**config.mk**
```make
export PLATFORM = sky130hd
export DESIGN_NAME = pipelined_barrel_shifter
export DESIGN_NICKNAME = d
export VERILOG_FILES = /design/src/rtl/pipelined_barrel_shifter.sv
export SDC_FILE = /design/constraint.sdc
export NUM_CORES = 1
export LEC_CHECK = 0
export CAP_MARGIN = 20
export CORE_MARGIN = 2
export CORE_UTILIZATION = 50
export CTS_BUF_LIST = sky130_fd_sc_hd__clkbuf_16
export DETAILED_ROUTE_END_ITERATION = 8
export PLACE_DENSITY = 0.7
export SYNTH_ARGS = -nofsm -noshare
export SYNTH_HDL_FRONTEND = slang
export SYNTH_SLANG_ARGS = --single-unit
```
**constraint.sdc**
```tcl
create_clock -name clk -period 8.2 [get_ports clk]
set_clock_uncertainty 0.15 [all_clocks]
set_input_delay 1.64 -clock clk [delete_from_list [all_inputs] [get_ports clk]]
set_output_delay 1.64 -clock clk [all_outputs]
set_load 0.03 [all_outputs]
```
**src/rtl/pipelined_barrel_shifter.sv**
```systemverilog
// pipelined_barrel_shifter: pipelined log-shifter (SLL/SRL/SRA/ROL) with valid/ready
// handshakes, full backpressure and a sideband tag that travels with each operation.
// Optional result flags (out_zero, out_lsb_lost) when PIPELINED_BARREL_SHIFTER_FLAGS_EN is defined.
module pipelined_barrel_shifter #(
  parameter int unsigned WIDTH     = 64,
  parameter int unsigned REG_EVERY = 2,
  parameter int unsigned TAG_W     = 4,
  localparam int unsigned SHW      = $clog2(WIDTH)
) (
  input  logic             clk,
  input  logic             rst,
  input  logic             in_valid,
  output logic             in_ready,
  input  logic [WIDTH-1:0] in_data,
  input  logic [SHW-1:0]   in_shamt,
  input  logic [1:0]       in_op,
  input  logic [TAG_W-1:0] in_tag,
  output logic             out_valid,
  input  logic             out_ready,
  output logic [WIDTH-1:0] out_data,
  output logic [TAG_W-1:0] out_tag
`ifdef PIPELINED_BARREL_SHIFTER_FLAGS_EN
  ,
  output logic             out_zero,
  output logic             out_lsb_lost
`endif
);

  localparam int unsigned P = (SHW + REG_EVERY - 1) / REG_EVERY;

  localparam logic [1:0] OP_SLL = 2'b00;
  localparam logic [1:0] OP_SRL = 2'b01;
  localparam logic [1:0] OP_SRA = 2'b10;

  // One mux stage: shift by a fixed power of two with the mode's fill rule.
  function automatic logic [WIDTH-1:0] shift_stage(input logic [WIDTH-1:0] d, input int amt,
                                                   input logic [1:0] op, input logic sign);
    logic [WIDTH-1:0] r;
    case (op)
      OP_SLL:  r = d << amt;
      OP_SRL:  r = d >> amt;
      OP_SRA:  r = (d >> amt) | (sign ? ~({WIDTH{1'b1}} >> amt) : {WIDTH{1'b0}});
      default: r = (d << amt) | (d >> (int'(WIDTH) - amt));
    endcase
    return r;
  endfunction

  // Any 1 bit pushed out of the word by this stage; rotation never loses bits.
  function automatic logic lost_stage(input logic [WIDTH-1:0] d, input int amt,
                                      input logic [1:0] op);
    logic r;
    case (op)
      OP_SLL:         r = |(d >> (int'(WIDTH) - amt));
      OP_SRL, OP_SRA: r = |(d << (int'(WIDTH) - amt));
      default:        r = 1'b0;
    endcase
    return r;
  endfunction

  logic [WIDTH-1:0] data_q  [P];
  logic [SHW-1:0]   shamt_q [P];
  logic [1:0]       op_q    [P];
  logic [TAG_W-1:0] tag_q   [P];
  logic             sign_q  [P];
  logic [P-1:0]     vld_q;

  logic [WIDTH-1:0] src_data  [P];
  logic [SHW-1:0]   src_shamt [P];
  logic [1:0]       src_op    [P];
  logic [TAG_W-1:0] src_tag   [P];
  logic             src_sign  [P];
  logic [P-1:0]     src_vld;
  logic [WIDTH-1:0] nxt_data  [P];
  logic [P-1:0]     adv;

`ifdef PIPELINED_BARREL_SHIFTER_FLAGS_EN
  logic [P-1:0] lost_q;
  logic [P-1:0] src_lost;
  logic [P-1:0] nxt_lost;
  logic         zero_q;
`endif

  // Advance chain: a slot moves when empty or when its downstream slot moves.
  always_comb begin
    adv        = '0;
    adv[P-1]   = ~vld_q[P-1] | out_ready;
    for (int s = int'(P) - 2; s >= 0; s--) begin
      adv[s] = ~vld_q[s] | adv[s+1];
    end
  end

  // Slot inputs: slot 0 takes the operand port, later slots take the previous register.
  always_comb begin
    src_data[0]  = in_data;
    src_shamt[0] = in_shamt;
    src_op[0]    = in_op;
    src_tag[0]   = in_tag;
    src_sign[0]  = in_data[WIDTH-1];
    src_vld      = '0;
    src_vld[0]   = in_valid;
`ifdef PIPELINED_BARREL_SHIFTER_FLAGS_EN
    src_lost     = '0;
`endif
    for (int s = 1; s < int'(P); s++) begin
      src_data[s]  = data_q[s-1];
      src_shamt[s] = shamt_q[s-1];
      src_op[s]    = op_q[s-1];
      src_tag[s]   = tag_q[s-1];
      src_sign[s]  = sign_q[s-1];
      src_vld[s]   = vld_q[s-1];
`ifdef PIPELINED_BARREL_SHIFTER_FLAGS_EN
      src_lost[s]  = lost_q[s-1];
`endif
    end
  end

  // Mux stages: stage k belongs to slot k / REG_EVERY and shifts by 2^k when shamt[k] is set.
  always_comb begin
`ifdef PIPELINED_BARREL_SHIFTER_FLAGS_EN
    nxt_lost = '0;
`endif
    for (int s = 0; s < int'(P); s++) begin
      nxt_data[s] = src_data[s];
`ifdef PIPELINED_BARREL_SHIFTER_FLAGS_EN
      nxt_lost[s] = src_lost[s];
`endif
      for (int k = 0; k < int'(SHW); k++) begin
        if ((k / int'(REG_EVERY)) == s && src_shamt[s][k]) begin
`ifdef PIPELINED_BARREL_SHIFTER_FLAGS_EN
          nxt_lost[s] = nxt_lost[s] | lost_stage(nxt_data[s], 1 << k, src_op[s]);
`endif
          nxt_data[s] = shift_stage(nxt_data[s], 1 << k, src_op[s], src_sign[s]);
        end
      end
    end
  end

  // Slot registers: payload loads only when the slot advances with a valid operation.
  always_ff @(posedge clk) begin
    if (rst) begin
      vld_q <= '0;
      for (int s = 0; s < int'(P); s++) begin
        data_q[s]  <= '0;
        shamt_q[s] <= '0;
        op_q[s]    <= '0;
        tag_q[s]   <= '0;
        sign_q[s]  <= 1'b0;
      end
`ifdef PIPELINED_BARREL_SHIFTER_FLAGS_EN
      lost_q <= '0;
      zero_q <= 1'b0;
`endif
    end else begin
      for (int s = 0; s < int'(P); s++) begin
        if (adv[s]) begin
          vld_q[s] <= src_vld[s];
          if (src_vld[s]) begin
            data_q[s]  <= nxt_data[s];
            shamt_q[s] <= src_shamt[s];
            op_q[s]    <= src_op[s];
            tag_q[s]   <= src_tag[s];
            sign_q[s]  <= src_sign[s];
`ifdef PIPELINED_BARREL_SHIFTER_FLAGS_EN
            lost_q[s]  <= nxt_lost[s];
`endif
          end
        end
      end
`ifdef PIPELINED_BARREL_SHIFTER_FLAGS_EN
      if (adv[P-1] && src_vld[P-1]) begin
        zero_q <= (nxt_data[P-1] == '0);
      end
`endif
    end
  end

  assign in_ready  = adv[0];
  assign out_valid = vld_q[P-1];
  assign out_data  = data_q[P-1];
  assign out_tag   = tag_q[P-1];
`ifdef PIPELINED_BARREL_SHIFTER_FLAGS_EN
  assign out_zero     = zero_q;
  assign out_lsb_lost = lost_q[P-1];
`endif

endmodule
```
* Word-level counts from Yosys, hierarchy flattened
Memories as Yosys holds them, arrays and structs flattened.
Index checks and enable logic that the tools add are counted.
** Operators by class
- Equal/unequal tests :: 6
- Mux-type cells :: 47
- Bitwise logic cells :: 33
- Reductions and logical operators :: 3
** Operator list (number)
- one-hot mux 64 bit (3 select lines) :: 6
- 2-to-1 mux 64 bit :: 15
- OR 32 x 64 -> 64 bit :: 1
- OR 48 x 64 -> 64 bit :: 1
- OR 56 x 64 -> 64 bit :: 1
- OR 60 x 64 -> 64 bit :: 1
- OR 62 x 64 -> 64 bit :: 1
- OR 63 x 64 -> 64 bit :: 1
- OR 64 x 1 -> 64 bit :: 1
- OR 64 x 16 -> 64 bit :: 1
- OR 64 x 2 -> 64 bit :: 1
- OR 64 x 32 -> 64 bit :: 1
- OR 64 x 4 -> 64 bit :: 1
- OR 64 x 8 -> 64 bit :: 1
- 2-to-1 mux 6 bit :: 3
- OR 1 bit :: 18
- 2-to-1 mux 1 bit :: 17
- 2-to-1 mux 4 bit :: 3
- == test 2 x 1 -> 1 bit, second input constant :: 3
- == test 2 bit, second input constant :: 3
- zero test 2 bit :: 3
- 2-to-1 mux 2 bit :: 3
- inverter 1 bit :: 3
** Word-level totals
- Register bits after elaboration :: 3
- Memory bits (writable) :: 231
- Output and inout port bits :: 70
- Logic and storage cells :: 97
- Memories kept :: 5
** Memory list
- data_q :: words 3, bits a word 64, rd ports 3, clocked after Yosys merged registers in 0, write ports 3, line 60 : logic [WIDTH-1:0] data_q [P];
- shamt_q :: words 3, bits a word 6, rd ports 2, clocked after Yosys merged registers in 0, write ports 3, line 61 : logic [SHW-1:0] shamt_q [P];
- tag_q :: words 3, bits a word 4, rd ports 3, clocked after Yosys merged registers in 0, write ports 3, line 63 : logic [TAG_W-1:0] tag_q [P];
- op_q :: words 3, bits a word 2, rd ports 2, clocked after Yosys merged registers in 0, write ports 3, line 62 : logic [1:0] op_q [P];
- sign_q :: words 3, bits a word 1, rd ports 2, clocked after Yosys merged registers in 0, write ports 3, line 64 : logic sign_q [P];

* Logic depth before layout (Yosys ltp)
An unclocked memory read counts as a cell.
- Word-level depth :: 9
- Mapped depth :: 8
- Depth with buffers taken out :: 4

* Least setup slack after synthesis
OpenSTA, ideal clock, no wires.
- Path kind :: input port to flip-flop
- Start point :: in out_ready
- End point :: mem data_q[2][0] (netlist: data_q[0][128]) (enable)
- Library setup time :: 0.588 ns
- Arrival :: 6.498 ns
- Required time :: 7.462 ns
- Slack :: 0.964 ns
- Stages :: 2
- Cells stage by stage :: nor2b_1 o21ai_0
** RTL lines
- start, declared :: line 19 : input logic out_ready,
- end, declared :: line 60

* Worst setup path in the final report
- Start point :: in out_ready
- End point :: out in_ready
** Between the ends
- Longest elaborated chain between the ends :: 3
** Ends and longest elaborated chain
- OR 1 bit :: line 86 : adv[P-1] = ~vld_q[P-1] | out_ready;
- OR 1 bit (2 in series) :: line 88 : adv[s] = ~vld_q[s] | adv[s+1];
- end, declared :: line 13 : output logic in_ready,
Every way passes these cells.

==> results.toml <==
[clock_tree]
cts.sinks = 219
cts.clk_slew.worst_paths_ns = 0.06
htreeDepth = 1
tritoncts = "yes"
cts_setup_buffers = 0
clk_latency_ns = 0.55
postCtsHoldBufs = 0
ctsResizeCount = 0
cts_root_buffer = "clkbuf_16"
cts_buffers = 25
clock_path_buffers = 3

[floorplanning]
die_h_um = 192.9
io_pins = 150
die_x_um = 192.9
start_util = 0.5052
row_count = 69
core_area_um2 = 35310
die_area_um2 = 37200

[timing]
period_needed_ns = 5.074
max_freq_mhz = 197.1
layout_setup_ws_ns = 3.126
setup_tns_ns = 0
period_share = 0.6188
slew_violations = 0
worst_pin_slew_ns = 1.202
setup_viol = 0
relSlewSlack = 0.1985
rsz0062_at_grt = "false"
hold_violations = 0

[route]
via_count = 15920
drc = 0
drt.antenna.violating_nets = 0
dr.pass1.iters = 6
post_drt_wl_per_cell_um = 23.03
via_per_inst = 6.768
wl_um = 54190
drtIter0Drc = 2642

[synth]
dominantRegCellSynth = "edfxtp_1"
ys_seq_elements = 219
syn_inst = 1927
yosysWarnings = 0
synth-edff-count = 216
syn_avg_cell_area_um2 = 9.257
synth.distinct_cells = 62
ys_seq_area_frac = 0.3670
synth_area_um2 = 17840
synth_fp_nets = 2007
synthArstFlopShare = 0

[setup_path]
crit_top_cell = "clkdlybuf4s50_1"
worst-path-max-fanout = 4
end_kind = "output port"
crit_path_start_kind = "primary input"
arrival_ns = 3.28
crit_chain = "clkdlybuf4s50_1 > nor2b_1 > nand3_1 > clkdlybuf4s50_1"
cp.required_ns = 6.41
timing.critical_path.slowest_stage_cell = "clkdlybuf4s50_1"
max_stage_delay_ns = 0.64
worstSetupPathType = "in -> out"
path_buf_inv = 2
crit_family = "buffers and inverters"

[finish]
fin_nets = 1954
syn2layout_area_growth_pct = 10.10
drive_above_1_share = 0.1126

[place]
gp_congestion = 0.9608
dp_hpwl_um = 34720
portBuffers = 149
pre_cts_ws_ns = 2.917

[pwr]
p_leak_nw = 6.966
power.internal_mw = 2.474
netSwitchingFraction = 0.3318
ir_drop_mv = 0.1321
share_seq_of_total_power = 0.405
clkPwrFrac = 0.310
switchingPower_mw = 1.229
combPwrFrac = 0.285
power_density_nw_per_um2 = 188.5

[global_routing]
grt_max_degree = 142
grt_pass1_wl_um = 84030
grt_pass1_vias = 14290
gr-total-overflow = 0
track_usage = 0.2889
antenna_found_initial = 1

[outcome]
run_status = "finished, final reports clean"

[flow_run]
max_cap_viol_count = 0

[worst_hold_path]
hp-class = "reg -> reg"
layout by cell type, fill, tap and decap left out, drive strengths merged, types with 7 or more instances in the layout:
cell type,count
clkdlybuf4s50,147
buf,33
o221ai,7
and3,29
nand3,48
clkbuf,25
a221oi,16
o211a,9
a22oi,18
inv,9
nor2b,47
nor2,184
nand2b,13
o2bb2ai,14
mux2i,65
nor3,7
a211o,20
edfxtp,216
a311o,106
o221a,16
nand2,381
o22ai,10
mux4,81
mux2,19
a31oi,13
a31o,8
a21oi,195
a211oi,33
o21ai,26
clkinv,10
and2,7
or2,16
final cells by class:
cell class	instances	area (um2)
well taps	461	576.8
clock buffers	25	625.6
flip-flops and latches	219	6546
multi-input cells	1441	9922
inverters	7	26.28
fillers	3052	15670
clock inverters	19	197.7
diodes	1	2.502
repair buffers	180	1743
per-layer routing:
| metal | wire, um | GRT usage | up-vias | share of wire |
|---|---|---|---|---|
| li1 | - | - | 7108 | - |
| met1 | 21470 | 0.4127 | 7565 | 0.40 |
| met2 | 24810 | 0.4468 | 1099 | 0.46 |
| met3 | 5528 | 0.03473 | 150 | 0.10 |
| met4 | 2363 | 0.1174 | 2 | 0.044 |
| met5 | 13 | 0 | - | 0.00024 |
worst reg2reg max path: stages (launching register included):
cell and delay, ns:
edfxtp_1 0.36, buf_4 0.38, inv_1 0.49, nand3_1 0.79
o2bb2ai_1 0.72
cells by family (layout without fill, tap and decap cells):
group / Yosys count / after routing / share of synthesized area
xor+xnor: 6 / 6 / 0.004420
other cells: 0 / 1 / 0
buf+inv: 267 / 231 / 0.08319
simple gates: 741 / 741 / 0.1773
compound gates: 529 / 529 / 0.2174
mux: 165 / 165 / 0.1507
flops: 219 / 219 / 0.3670
registers in the layout, indices dropped and copies added, names as in the netlist:
register,cells
data_q,192
vld_q,3
op_q,4
shamt_q,6
sign_q,2
tag_q,12
power by group through the flow:
stage	sequential [mW]	clock, mW	combinational [mW]
global placement	1.51	0	1.01
floorplan	1.45	0	0.813
global route	1.51	1.20	1.14
finish	1.50	1.15	1.06
CTS	1.49	1.16	1.04
detailed placement	1.51	0	1.03
cells in the mapped netlist, types with 5 or more instances:
master     number  area share
nor3_1          7      0.0020
a311oi_1        6      0.0029
mux4_2         81        0.10
a211oi_1       33       0.014
o21ai_0        24      0.0067
a21oi_1       194       0.054
nor2_1        184       0.039
buf_4          73       0.031
nand2b_1       13      0.0046
o2111a_1        6      0.0038
o22ai_1         9      0.0032
a21o_1          5      0.0021
a22oi_1        18      0.0076
or2_2          16      0.0056
buf_2          52       0.015
and3_1         29       0.010
buf_6          11      0.0069
o211a_1         9      0.0051
o211ai_1        6      0.0025
a311o_1       106       0.059
clkbuf_1      105       0.022
inv_1           7      0.0015
o2bb2ai_1      14      0.0069
a221oi_1       16      0.0079
nand2_1       381       0.080
a31oi_1        13      0.0046
buf_1          15      0.0032
and2_1          6      0.0021
o221a_2        16       0.010
o221ai_1        7      0.0034
a211o_1        20      0.0098
mux2i_1        65       0.036
edfxtp_1      216        0.36
a31o_1          8      0.0039
nor2b_1        47       0.016
nand3_1        48       0.013
mux2_2         16       0.010
through the flow:
stage | area [um2] | instances | hold slack, ns | total power, mW | util
after global routing | 19640 | 2352 | 0.4160 | 3.850 | 0.5561
after floorplan | 17840 | 1927 | 0.3392 | 2.265 | -
after detailed placement | 18790 | 2307 | 0.3736 | 2.547 | 0.5321
after CTS | 19610 | 2351 | 0.3899 | 3.686 | 0.5554
after global placement | 18790 | 2307 | 0.3594 | 2.526 | 0.5321
final | 19640 | 2353 | 0.3870 | 3.703 | 0.5562
worst paths after layout:
check	start	cells after the start	endpoint	slack (ns)
worst max-delay path	out_ready	4	in_ready	3.13
worst max register to register	shamt_q[0][3]	4	data_q[0][83]	5.06
worst min register to register	vld_q[0]	2	vld_q[1]	0.39
worst min-delay path	vld_q[0]	2	vld_q[1]	0.39
(Power assumes the default switching activity.)
